===== src/rtl/ebi_uart_pkg.sv =====
// ebi_uart_pkg: shared constants and helpers for the EBI UART register hub.
//   - register offsets inside a channel page and inside the global page
//   - FSM state encodings (plain localparams, legacy-tool friendly)
//   - clog2 for parameter-derived widths
//   - lane_merge for byte-lane masked register updates
package ebi_uart_pkg;

  // Per-channel page, selected by ebi_addr[1:0]
  localparam logic [1:0] REG_CR  = 2'd0;
  localparam logic [1:0] REG_SR  = 2'd1;
  localparam logic [1:0] REG_TDR = 2'd2;
  localparam logic [1:0] REG_RDR = 2'd3;

  // Global page (channel index == NUM_CH)
  localparam logic [1:0] G_IRQ_STATUS = 2'd0;
  localparam logic [1:0] G_IRQ_MASK   = 2'd1;
  localparam logic [1:0] G_VERSION    = 2'd2;
  localparam logic [1:0] G_BUS_ERR    = 2'd3;

  // Bus FSM states
  typedef logic [1:0] fsm_state_t;
  localparam fsm_state_t ST_IDLE     = 2'd0;
  localparam fsm_state_t ST_RD       = 2'd1;
  localparam fsm_state_t ST_WR       = 2'd2;
  localparam fsm_state_t ST_WAIT_END = 2'd3;

  // Ceiling log2, never less than 1 so derived vectors stay legal.
  function automatic int clog2(input int v);
    int r;
    r = 0;
    for (int i = 0; i < 31; i++) begin
      if ((1 << i) < v) r = i + 1;
    end
    return (r < 1) ? 1 : r;
  endfunction

  // Replace only the bytes whose lane bit is set.
  function automatic logic [31:0] lane_merge(input logic [31:0] old_v,
                                             input logic [31:0] new_v,
                                             input logic [3:0]  lanes);
    logic [31:0] r;
    r = old_v;
    for (int k = 0; k < 4; k++) begin
      if (lanes[k]) r[8*k +: 8] = new_v[8*k +: 8];
    end
    return r;
  endfunction

endpackage


===== src/rtl/ebi_sync_edge.sv =====
// ebi_sync_edge: W-bit multi-stage synchroniser with edge detection.
// Ports:
//   clk, rst  - system clock, async active-high reset (stages load RST_VAL)
//   d_i       - asynchronous inputs
//   q_o       - synchronised level (STAGES clocks of latency)
//   rise_o    - one-cycle pulse when q_o goes 0->1
//   fall_o    - one-cycle pulse when q_o goes 1->0
module ebi_sync_edge #(
  parameter int           W       = 1,
  parameter int           STAGES  = 2,
  parameter logic [W-1:0] RST_VAL = '0
) (
  input  logic         clk,
  input  logic         rst,
  input  logic [W-1:0] d_i,
  output logic [W-1:0] q_o,
  output logic [W-1:0] rise_o,
  output logic [W-1:0] fall_o
);

  logic [W-1:0] stage_q [STAGES];
  logic [W-1:0] stage_d [STAGES];
  logic [W-1:0] prev_q, prev_d;

  always_comb begin
    stage_d[0] = d_i;
    for (int s = 1; s < STAGES; s++) stage_d[s] = stage_q[s-1];
    prev_d = stage_q[STAGES-1];
  end

  always_ff @(posedge clk or posedge rst) begin
    if (rst) begin
      for (int s = 0; s < STAGES; s++) stage_q[s] <= RST_VAL;
      prev_q <= RST_VAL;
    end else begin
      for (int s = 0; s < STAGES; s++) stage_q[s] <= stage_d[s];
      prev_q <= prev_d;
    end
  end

  assign q_o    = stage_q[STAGES-1];
  assign rise_o = stage_q[STAGES-1] & ~prev_q;
  assign fall_o = ~stage_q[STAGES-1] & prev_q;

endmodule


===== src/rtl/ebi_uart_hub.sv =====
// ebi_uart_hub: EBI-slave register hub for NUM_CH UART channels.
// Decodes ch = ebi_addr[CH_W+1:2], reg = ebi_addr[1:0]; ch == NUM_CH is the
// global page (IRQ status/mask, version, bus error); higher ch is a hole.
// Optional build macro: BUS_TIMEOUT_EN (bus-cycle watchdog + BUS_ERR[0]).
// Ports:
//   clk, rst                 - clock, async active-high reset
//   cs_n, oe_n, we_n, rd_wr  - raw EBI strobes (asynchronous)
//   ebi_addr, ebi_data_i     - EBI address / write data
//   ebi_data_o, ebi_data_oe  - registered read data and pad drive enable
//   cr_o, tdr_o              - per-channel CR/TDR, ch i at [32i+31:32i]
//   sr_i, rdr_i              - per-channel status / receive data
//   tx_write_o, rx_read_o, sr_read_o - one-cycle access strobes per channel
//   int_i, irq_o             - channel interrupt levels, masked aggregate
//   dbg_state_o              - current bus FSM state
//
// Bus handshake: all decisions use the synchronised strobes. A read runs
// while cs_n and oe_n are low with rd_wr high; data and oe are presented one
// cycle after entry and held until either strobe rises. A write runs while
// cs_n is low, rd_wr low and any we_n low; it commits on the rise of all
// we_n, and is dropped if cs_n rises first.
module ebi_uart_hub
  import ebi_uart_pkg::*;
#(
  parameter int          NUM_CH      = 4,
  parameter int          SYNC_STAGES = 2,
  parameter int          TIMEOUT_CYC = 255,
  parameter logic [31:0] VERSION     = 32'h0002_0000
) (
  input  logic                  clk,
  input  logic                  rst,
  input  logic                  cs_n,
  input  logic                  oe_n,
  input  logic [3:0]            we_n,
  input  logic                  rd_wr,
  input  logic [23:0]           ebi_addr,
  input  logic [31:0]           ebi_data_i,
  output logic [31:0]           ebi_data_o,
  output logic                  ebi_data_oe,
  output logic [32*NUM_CH-1:0]  cr_o,
  output logic [32*NUM_CH-1:0]  tdr_o,
  input  logic [32*NUM_CH-1:0]  sr_i,
  input  logic [32*NUM_CH-1:0]  rdr_i,
  output logic [NUM_CH-1:0]     tx_write_o,
  output logic [NUM_CH-1:0]     rx_read_o,
  output logic [NUM_CH-1:0]     sr_read_o,
  input  logic [NUM_CH-1:0]     int_i,
  output logic                  irq_o,
  output logic [1:0]            dbg_state_o
);

  localparam int CH_W = clog2(NUM_CH + 1);
  localparam int AW   = CH_W + 2;

  // ---------------- strobe synchronisation ----------------
  logic [6:0] strobe_sync;
  logic [6:0] strobe_rise_unused;
  logic [6:0] strobe_fall_unused;
  logic       cs_s, oe_s, rd_wr_s;
  logic [3:0] we_s;

  ebi_sync_edge #(
    .W       (7),
    .STAGES  (SYNC_STAGES),
    .RST_VAL (7'h7F)
  ) u_sync (
    .clk    (clk),
    .rst    (rst),
    .d_i    ({rd_wr, we_n, oe_n, cs_n}),
    .q_o    (strobe_sync),
    .rise_o (strobe_rise_unused),
    .fall_o (strobe_fall_unused)
  );

  assign {rd_wr_s, we_s, oe_s, cs_s} = strobe_sync;

  // Address bits above the channel field are not decoded.
  logic unused_addr_hi;
  assign unused_addr_hi = ^ebi_addr[23:AW];

  // ---------------- state ----------------
  fsm_state_t           state_q, state_d;
  logic [AW-1:0]        addr_q, addr_d;
  logic [31:0]          wdata_q, wdata_d;
  logic [3:0]           lanes_q, lanes_d;
  logic                 rd_first_q, rd_first_d;
  logic [31:0]          rdata_q, rdata_d;
  logic                 oe_q, oe_d;
  logic [32*NUM_CH-1:0] cr_q, cr_d;
  logic [32*NUM_CH-1:0] tdr_q, tdr_d;
  logic [NUM_CH-1:0]    mask_q, mask_d;
  logic                 bus_err_q, bus_err_d;
  logic [NUM_CH-1:0]    tx_q, tx_d;
  logic [NUM_CH-1:0]    rx_q, rx_d;
  logic [NUM_CH-1:0]    srr_q, srr_d;
  logic                 irq_q, irq_d;
  logic                 timeout_hit;

  // ---------------- optional watchdog ----------------
`ifdef BUS_TIMEOUT_EN
  localparam int TO_W = clog2(TIMEOUT_CYC + 1);
  logic [TO_W-1:0] cnt_q, cnt_d;

  // Counts cycles spent in RD/WR; cleared whenever the FSM is elsewhere,
  // so every bus cycle starts at zero.
  always_comb begin
    cnt_d = '0;
    if (state_q == ST_RD || state_q == ST_WR) cnt_d = cnt_q + 1'b1;
  end

  always_ff @(posedge clk or posedge rst) begin
    if (rst) cnt_q <= '0;
    else     cnt_q <= cnt_d;
  end

  assign timeout_hit = (cnt_q == TO_W'(TIMEOUT_CYC - 1));
`else
  localparam int unused_timeout_cyc = TIMEOUT_CYC;
  assign timeout_hit = 1'b0;
`endif

  // ---------------- decode / read mux ----------------
  logic [CH_W-1:0]   ch_idx;
  logic [1:0]        reg_sel;
  logic              is_global;
  logic [31:0]       rd_data;
  logic [NUM_CH-1:0] rx_hit, sr_hit;

  assign ch_idx    = addr_q[AW-1:2];
  assign reg_sel   = addr_q[1:0];
  assign is_global = (ch_idx == CH_W'(NUM_CH));

  always_comb begin
    rd_data = '0;
    rx_hit  = '0;
    sr_hit  = '0;
    for (int i = 0; i < NUM_CH; i++) begin
      if (ch_idx == CH_W'(i)) begin
        case (reg_sel)
          REG_CR:  rd_data = cr_q[32*i +: 32];
          REG_SR:  begin rd_data = sr_i[32*i +: 32];  sr_hit[i] = 1'b1; end
          REG_TDR: rd_data = tdr_q[32*i +: 32];
          default: begin rd_data = rdr_i[32*i +: 32]; rx_hit[i] = 1'b1; end
        endcase
      end
    end
    if (is_global) begin
      case (reg_sel)
        G_IRQ_STATUS: rd_data = 32'(int_i);
        G_IRQ_MASK:   rd_data = 32'(mask_q);
        G_VERSION:    rd_data = VERSION;
        default:      rd_data = {31'b0, bus_err_q};
      endcase
    end
  end

  // ---------------- bus FSM ----------------
  always_comb begin
    state_d    = state_q;
    addr_d     = addr_q;
    wdata_d    = wdata_q;
    lanes_d    = lanes_q;
    rd_first_d = 1'b0;
    rdata_d    = rdata_q;
    oe_d       = oe_q;
    cr_d       = cr_q;
    tdr_d      = tdr_q;
    mask_d     = mask_q;
    bus_err_d  = bus_err_q;
    tx_d       = '0;
    rx_d       = '0;
    srr_d      = '0;
    irq_d      = |(int_i & mask_q);

    case (state_q)
      ST_IDLE: begin
        oe_d = 1'b0;
        if (!cs_s) begin
          // rd_wr alone picks the direction when both look active.
          if (rd_wr_s) begin
            if (!oe_s) begin
              state_d    = ST_RD;
              addr_d     = ebi_addr[AW-1:0];
              rd_first_d = 1'b1;
            end
          end else if (we_s != 4'hF) begin
            state_d = ST_WR;
            addr_d  = ebi_addr[AW-1:0];
            wdata_d = ebi_data_i;
            lanes_d = ~we_s;
          end
        end
      end

      ST_RD: begin
        if (cs_s || oe_s) begin
          state_d = ST_IDLE;
          oe_d    = 1'b0;
        end else if (timeout_hit) begin
          state_d   = ST_WAIT_END;
          oe_d      = 1'b0;
          bus_err_d = 1'b1;
        end else if (rd_first_q) begin
          // Side-effect strobes fire only on this first data cycle.
          rdata_d = rd_data;
          oe_d    = 1'b1;
          rx_d    = rx_hit;
          srr_d   = sr_hit;
        end
      end

      ST_WR: begin
        if (we_s == 4'hF) begin
          state_d = ST_IDLE;
          for (int i = 0; i < NUM_CH; i++) begin
            if (ch_idx == CH_W'(i)) begin
              if (reg_sel == REG_CR)
                cr_d[32*i +: 32] = lane_merge(cr_q[32*i +: 32], wdata_q, lanes_q);
              if (reg_sel == REG_TDR) begin
                tdr_d[32*i +: 32] = lane_merge(tdr_q[32*i +: 32], wdata_q, lanes_q);
                tx_d[i]           = 1'b1;
              end
            end
          end
          if (is_global) begin
            // Mask and error flag both live in byte lane 0.
            if (reg_sel == G_IRQ_MASK && lanes_q[0]) mask_d = wdata_q[NUM_CH-1:0];
            if (reg_sel == G_BUS_ERR && lanes_q[0] && wdata_q[0]) bus_err_d = 1'b0;
          end
        end else if (cs_s) begin
          state_d = ST_IDLE;
        end else if (timeout_hit) begin
          state_d   = ST_WAIT_END;
          bus_err_d = 1'b1;
        end else begin
          wdata_d = ebi_data_i;
          lanes_d = ~we_s;
        end
      end

      ST_WAIT_END: begin
        oe_d = 1'b0;
        if (cs_s) state_d = ST_IDLE;
      end

      default: state_d = ST_IDLE;
    endcase
  end

  always_ff @(posedge clk or posedge rst) begin
    if (rst) begin
      state_q    <= ST_IDLE;
      addr_q     <= '0;
      wdata_q    <= '0;
      lanes_q    <= '0;
      rd_first_q <= 1'b0;
      rdata_q    <= '0;
      oe_q       <= 1'b0;
      cr_q       <= '0;
      tdr_q      <= '0;
      mask_q     <= '0;
      bus_err_q  <= 1'b0;
      tx_q       <= '0;
      rx_q       <= '0;
      srr_q      <= '0;
      irq_q      <= 1'b0;
    end else begin
      state_q    <= state_d;
      addr_q     <= addr_d;
      wdata_q    <= wdata_d;
      lanes_q    <= lanes_d;
      rd_first_q <= rd_first_d;
      rdata_q    <= rdata_d;
      oe_q       <= oe_d;
      cr_q       <= cr_d;
      tdr_q      <= tdr_d;
      mask_q     <= mask_d;
      bus_err_q  <= bus_err_d;
      tx_q       <= tx_d;
      rx_q       <= rx_d;
      srr_q      <= srr_d;
      irq_q      <= irq_d;
    end
  end

  assign ebi_data_o  = rdata_q;
  assign ebi_data_oe = oe_q;
  assign cr_o        = cr_q;
  assign tdr_o       = tdr_q;
  assign tx_write_o  = tx_q;
  assign rx_read_o   = rx_q;
  assign sr_read_o   = srr_q;
  assign irq_o       = irq_q;
  assign dbg_state_o = state_q;

endmodule


===== config.mk =====
export PLATFORM = sky130hd
export DESIGN_NAME = ebi_uart_hub
export DESIGN_NICKNAME = d
export VERILOG_FILES = /design/src/rtl/ebi_uart_pkg.sv /design/src/rtl/ebi_sync_edge.sv /design/src/rtl/ebi_uart_hub.sv
export SDC_FILE = /design/constraint.sdc
export NUM_CORES = 1
export LEC_CHECK = 0
export CORE_AREA = 2 2 245 247
export DETAILED_ROUTE_END_ITERATION = 8
export DIE_AREA = 0 0 247 249
export PLACE_DENSITY_LB_ADDON = 0.3
export SLEW_MARGIN = 20
export SYNTH_ARGS = -nofsm -noshare
export SYNTH_HDL_FRONTEND = slang
export SYNTH_SLANG_ARGS = --single-unit

===== constraint.sdc =====
create_clock -name clk -period 14.9 [get_ports clk]
set_clock_uncertainty 0.2 [all_clocks]
set_input_delay 2.98 -clock clk [delete_from_list [all_inputs] [get_ports clk]]
set_output_delay 2.98 -clock clk [all_outputs]
set_load 0.1 [all_outputs]

==> metrics.cfg, run 1 <==
[outcome]
status=finished, final reports clean

[worst_setup_path]
cp.required_ps=15220
endpoint=wdata_q[7]$_DFFE_PP0P_
cp.arrival_ps=6070
startpoint=rst
cpLargestDelayFamily=buffers and inverters
crit_type=input port to asynchronous set/reset pin
cp.depth=4
r2r_slack_ps=10880
r2r_start=addr_q[0]$_DFFE_PP0P_
critical_path.max_stage_delay_ps=890
crit_top_cell=buf_4
crit_chain=clkdlybuf4s50_1, inv_8, buf_4, buf_4
crit_slowest_cell=buf_4
r2r_cells=5
cp-start-kind=input port
path_max_fanout=134
cp.buffers_inverters=4
end_kind=asynchronous set/reset pin
worstReg2RegEnd=ebi_data_o[31]$_DFFE_PP0P_

[power]
max-vdd-ir-drop_mv=0.1203
p_seq_share_pct=33.6
power.total_mw=4.054
p_int_mw=2.332
clkPwrFrac_pct=24.3
p_per_area_nw_per_um2=156.6
power_switching_mw=1.722
p_leak_nw=11.27
combinationalPowerShare_pct=42.2
swShare_pct=42.48

[logic_synthesis]
synth_top_area_cell=dfrtp_1
synthAdderAreaFrac_pct=0.2823
synth_edf_count=0
synth_top_area_share_pct=49.40
synth.most_common_cell=dfrtp_1
synth_top_flop_cell=dfrtp_1
synth_cell_types=56
synth_top_family_by_area=multiplexers
ys_ff_latch=364
syn_area_um2=17730
synth_xor_area_share_pct=0
synth_compound_area_share_pct=4.622
avgSynthCellArea_um2=14.46
yosysWarnings=0
synth_common_cells=dfrtp_1, mux2_2, mux4_2, mux2i_1, o22ai_1
yosys.area_share.simple_pct=5.194
syn_inst=1226
yosys-mux-area-fraction_pct=36.16
synth_nets=1555
ys_async_sr_fraction_pct=100.0
synth_area_leaders=dfrtp_1, mux2_2, mux4_2
yosysSeqAreaShare_pct=51.47

[sta]
fin_ws_ps=9153
whs_ps=155.0
period_needed_ps=5747
max_freq_mhz=174.0
worst_slew_pin_slew_ps=1083
finalSetupTns_ps=0
grt_setup_unrepaired=no
finalCritPeriodShare_pct=38.57
max_slew_margin_pct=27.54
setup_violations=0
maxSlewViolCount=0
hold_violations=0

[layout]
layoutNonFillerInstCount=2622
fillCellCount=5345
layout-drive-gt1-share_pct=29.63
area_delta_synth_final_pct=46.02
nets=2144

[hold_path]
hold_path.class=flip-flop to flip-flop

[route]
vias_per_cell=5.163
firstDrtPassIters=5
wirelength_um=72580
drc_errors=0
postRouteAntennaNets=0
dr.first_iter.drc_count=637
num_vias=13537
routedWlPerCell_um=27.68

[placed_design]
dp_slack_ps=8449
dp.cells=2546
place.gp.congestion=0.8656
portBuffers=609
dp_hpwl_um=53240

[grt]
grt_max_degree=135
grt_pass1_vias=14463
grt_overflow=0
grt_use_total_pct=23.21
grt_pass1_wl_um=103300
antenna_found_initial=2

[die]
die_h_um=249
pin_count=629
dieArea_um2=61500
coreArea_um2=58690
initial_core_util_pct=30.21
die_w_um=247
rows=89

[clock_network]
cts.htree.levels=2
numCtsBuffers=40
path_clk_slew_ps=60
cts_hold_buf=0
cts_root_buf=clkbuf_16
cts_resized=0
clk_path_buf_depth=3
tritoncts=yes
post_cts_buffers=0
insertion_delay_ps=560
cts.sinks=364

[job]
max_cap_viol_count=0

## worst min path at each step
stage | from | to | slack, ps | depth (start not counted)
finish | u_sync.stage_d[0]$_DFF_PP1_ | u_sync.q_o[0]$_DFF_PP1_ | 160 | 0
global route | u_sync.stage_d[4]$_DFF_PP1_ | u_sync.q_o[4]$_DFF_PP1_ | 160 | 0
CTS | u_sync.stage_d[4]$_DFF_PP1_ | u_sync.q_o[4]$_DFF_PP1_ | 150 | 0
detailed placement | u_sync.stage_d[0]$_DFF_PP1_ | u_sync.q_o[0]$_DFF_PP1_ | 150 | 0
global placement | u_sync.stage_d[6]$_DFF_PP1_ | u_sync.q_o[6]$_DFF_PP1_ | 150 | 0
floorplan | u_sync.stage_d[0]$_DFF_PP1_ | u_sync.q_o[0]$_DFF_PP1_ | 150 | 0
## state kept, by name (all words and copies together) (netlist names), 2 cells and up
name            cells
u_sync.q_o          7
mask_q              4
rx_read_o           4
wdata_q            32
addr_q              5
lanes_q             4
u_sync.stage_d      7
dbg_state_o         2
tx_write_o          4
sr_read_o           4
tdr_o             128
cr_o              128
ebi_data_o         32
## cells in the final DEF (no fill, tap or decap), types with 16 or more instances in the layout
cell / instances
nor2_1: 27
o22ai_1: 37
mux2i_1: 78
nand3_2: 16
clkdlybuf4s50_1: 609
nor3_1: 20
mux4_2: 90
o21ai_0: 35
clkbuf_16: 41
nand2_1: 35
dfrtp_1: 346
mux2_2: 317
## area by class of cell
class                      count  area (um2)  share of cell area, %
clock inverter                13       127.6                 0.4929
timing repair buffer         623        6205                  23.97
inverter                       8       37.54                 0.1450
antenna                        3       7.507                0.02900
multi-input combinational    778        8242                  31.83
clock buffer                  60        1167                  4.509
sequential                   364        9136                  35.29
tap                          773       967.2                  3.736
## cells by family (layout without fill, tap and decap cells)
logic type	after synthesis	in the layout
muxes	488	488
AOI/OAI and AO/OA	127	127
other	0	3
DFF	364	364
buffers and inverters	84	704
and+or+nand+nor	159	159
adders and majority gates	4	4
## power by group through the flow
stage	Clock [mW]	Combinational, mW	Sequential (mW)
5_1_grt	1.05	1.79	1.39
2_1_floorplan	0	0.860	1.70
6_report	0.983	1.71	1.36
3_5_place_dp	0	1.72	1.38
3_3_place_gp	0	1.71	1.37
4_1_cts	1.01	1.73	1.36
## per-stage QoR
| step | area [um2] | utilization (%) |
|---|---|---|
| 6_report | 25890 | 44.12 |
| 5_1_grt | 25880 | 44.11 |
| 4_1_cts | 25880 | 44.10 |
| 3_5_place_dp | 24580 | 41.89 |
| 3_3_place_gp | 24580 | 41.89 |
| 2_1_floorplan | 17730 | - |
## metal layers
metal	vias up	global-route usage, %	part of all wire [%]	wire length (um)
li1	5859	-	-	-
met1	7100	29.55	42	30130
met2	494	40.11	51	36790
met3	84	4.827	5.9	4256
met4	0	5.594	1.9	1403
met5	-	0	0	0
Note: power is estimated with default switching activity, not from simulation.
==> run 2, diff against run 1 <==
clock period = 5.91 ns   (was 14.9 ns; I/O delays follow)
==> run 2 against run 1 <==
Net effect: critical path depth is 3 lower; register-to-register slack worse by 8600 ps; die area stayed put; highest routed layer is now met5.
==> metrics.cfg, run 2 (synthesis results as in run 1) <==
[layout]
layout_commonest_cell=clkdlybuf4s50_1  ; unchanged
layoutNonFillerInstCount=2625  ; was 2622
layout-drive-gt1-share_pct=30.11  ; was 29.63%
area_delta_synth_final_pct=47.07  ; was 46.02%
finish.utilization_pct=44.43  ; was 44.12%
final_cell_mix=clkdlybuf4s50_1, dfrtp_1, mux2_2  ; unchanged
nets=2150  ; was 2144

[hold_path]
hold_path.class=flip-flop to flip-flop  ; unchanged
worstHoldStart=u_sync.stage_d[6]$_DFF_PP1_  ; was u_sync.stage_d[0]$_DFF_PP1_

[job]
max_cap_viol_count=0  ; unchanged

[sta]
finalSetupTns_ps=0  ; unchanged
finalCritPeriodShare_pct=61.40
hold_violations=0  ; unchanged
fin_ws_ps=2281  ; was 9153 ps
max_slew_margin_pct=27.59  ; was 27.54%
setup_violations=0  ; unchanged
period_needed_ps=3629
worst_slew_pin_slew_ps=1083  ; about the same
max_freq_mhz=275.6
whs_ps=157.4  ; was 155.0 ps
grt_setup_unrepaired=no  ; unchanged
maxSlewViolCount=0  ; unchanged

[clock_network]
cts_hold_buf=0  ; unchanged
cts_resized=0  ; unchanged
numCtsBuffers=41  ; was 40
cts.htree.levels=2  ; unchanged
insertion_delay_ps=550  ; was 560 ps
cts_root_buf=clkbuf_16  ; unchanged
post_cts_buffers=0  ; unchanged
tritoncts=yes  ; unchanged
path_clk_slew_ps=60  ; about the same
cts.sinks=364  ; unchanged
clk_path_buf_depth=3  ; unchanged

[grt]
antenna_found_initial=3  ; was 2
grt_overflow=0  ; unchanged
met3_usage_pct=3.717  ; was 4.827%
grt_use_total_pct=23.15  ; was 23.21%
grt_pass1_vias=14251  ; was 14463
grtUsageMet1_pct=30.49  ; was 29.55%
grt_busiest_layer=met2  ; unchanged
grt_pass1_wl_um=103100  ; was 103300 um
grt_util_met2_pct=39.91  ; was 40.11%
grt_max_degree=136  ; was 135

[route]
routedWlPerCell_um=27.53  ; was 27.68 um
num_vias=13617  ; was 13537
postRouteAntennaNets=0  ; unchanged
drc_errors=0  ; unchanged
firstDrtPassIters=5  ; unchanged
wirelength_um=72270  ; was 72580 um
vias_per_cell=5.187  ; was 5.163
dr.first_iter.drc_count=770  ; was 637

[worst_setup_path]
cpLargestDelayFamily=buffers and inverters  ; unchanged
cp-start-kind=flip-flop  ; was input port
crit_type=flip-flop to output pin  ; was input port to asynchronous set/reset pin
crit_slowest_cell=clkdlybuf4s50_1  ; was buf_4
critical_path.max_stage_delay_ps=1190  ; was 890 ps
startpoint=tdr_o[31]$_DFFE_PP0P_  ; was rst
cp.buffers_inverters=1  ; was 4
path_max_fanout=3  ; was 134
cp.required_ps=4530  ; was 15220 ps
end_kind=output pin  ; was asynchronous set/reset pin
cp.arrival_ps=2250  ; was 6070 ps
crit_chain=clkdlybuf4s50_1  ; was clkdlybuf4s50_1, inv_8, buf_4, buf_4
r2r_start=addr_q[3]$_DFFE_PP0P_  ; was addr_q[0]$_DFFE_PP0P_

[outcome]
status=finished, final reports clean  ; unchanged

[die]
die_w_um=247  ; unchanged
pin_count=629  ; unchanged
dieArea_um2=61500  ; unchanged
initial_core_util_pct=30.21  ; unchanged
coreArea_um2=58690  ; unchanged
die_h_um=249  ; unchanged
rows=89  ; unchanged

[placed_design]
dp_slack_ps=2276  ; was 8449 ps
place.gp.congestion=0.8787  ; was 0.8656
portBuffers=609  ; unchanged
dp.cells=2551  ; was 2546
dp_hpwl_um=53520  ; was 53240 um

[power]
max-vdd-ir-drop_mv=0.2424  ; was 0.1203 mV
p_per_area_nw_per_um2=399.2  ; was 156.6 nW/um2
p_leak_nw=11.37  ; was 11.27 nW

==> run 2: changes by cell type in the layout (fill, tap and decap cells not counted), moves of 2 or more <==
cell	change
clkbuf_1	-6
buf_12	+3
clkbuf_16	+2
clkbuf_8	+4
buf_4	+3
bufinv_16	+2
==> run 2: per-layer routing <==
layer,vias to the layer above,part of all wire [%]
met4,2,1.9
met3,79,4.9
met1,7176,43
met2,482,50
li1,5878,-
met5,-,0.018
==> run 2: path summary, 6_finish.rpt <==
kind	to	slack [ps]	depth (start not counted)
max in group asynchronous	cr_o[68]$_DFFE_PP0P_	3210	4
min in group asynchronous	tdr_o[109]$_DFFE_PP0P_	910	2
setup / recovery	tdr_o[31]	2280	1
hold reg to reg	u_sync.q_o[6]$_DFF_PP1_	160	0
hold / removal	u_sync.q_o[6]$_DFF_PP1_	160	0
setup reg to reg	tdr_o[80]$_DFFE_PP0P_	2290	4
==> run 2: worst reg2reg max path: stages (launching register included) <==
cell      delay (ps)
dfrtp_2          960
nand2b_2         720
nor3_4           660
nand3_2          490
mux2_2           460
==> run 2: layout make-up <==
| cell class | instances | area (um2) |
|---|---|---|
| antenna | 2 | 5.005 |
| sequential | 364 | 9136 |
| multi-input combinational | 778 | 8242 |
| clock inverter | 12 | 166.4 |
| timing repair buffer | 628 | 6276 |
| clock buffer | 60 | 1250 |
| fill | 5331 | 32610 |
| inverter | 8 | 33.78 |
| tap | 773 | 967.2 |
==> run 2: stage by stage <==
stage	total power, mW	instance area (um2)
floorplan	6.446	17730
global placement	7.754	24650
detailed placement	7.808	24650
CTS	10.51	26070
global route	10.86	26080
finish	10.41	26080
==> run 2: power by group <==
| part | internal, mW | switching [mW] | total, mW |
|---|---|---|---|
| sequential | 2.81 | 0.735 | 3.54 |
| combinational | 1.62 | 2.57 | 4.19 |
| clock | 1.64 | 1.04 | 2.68 |
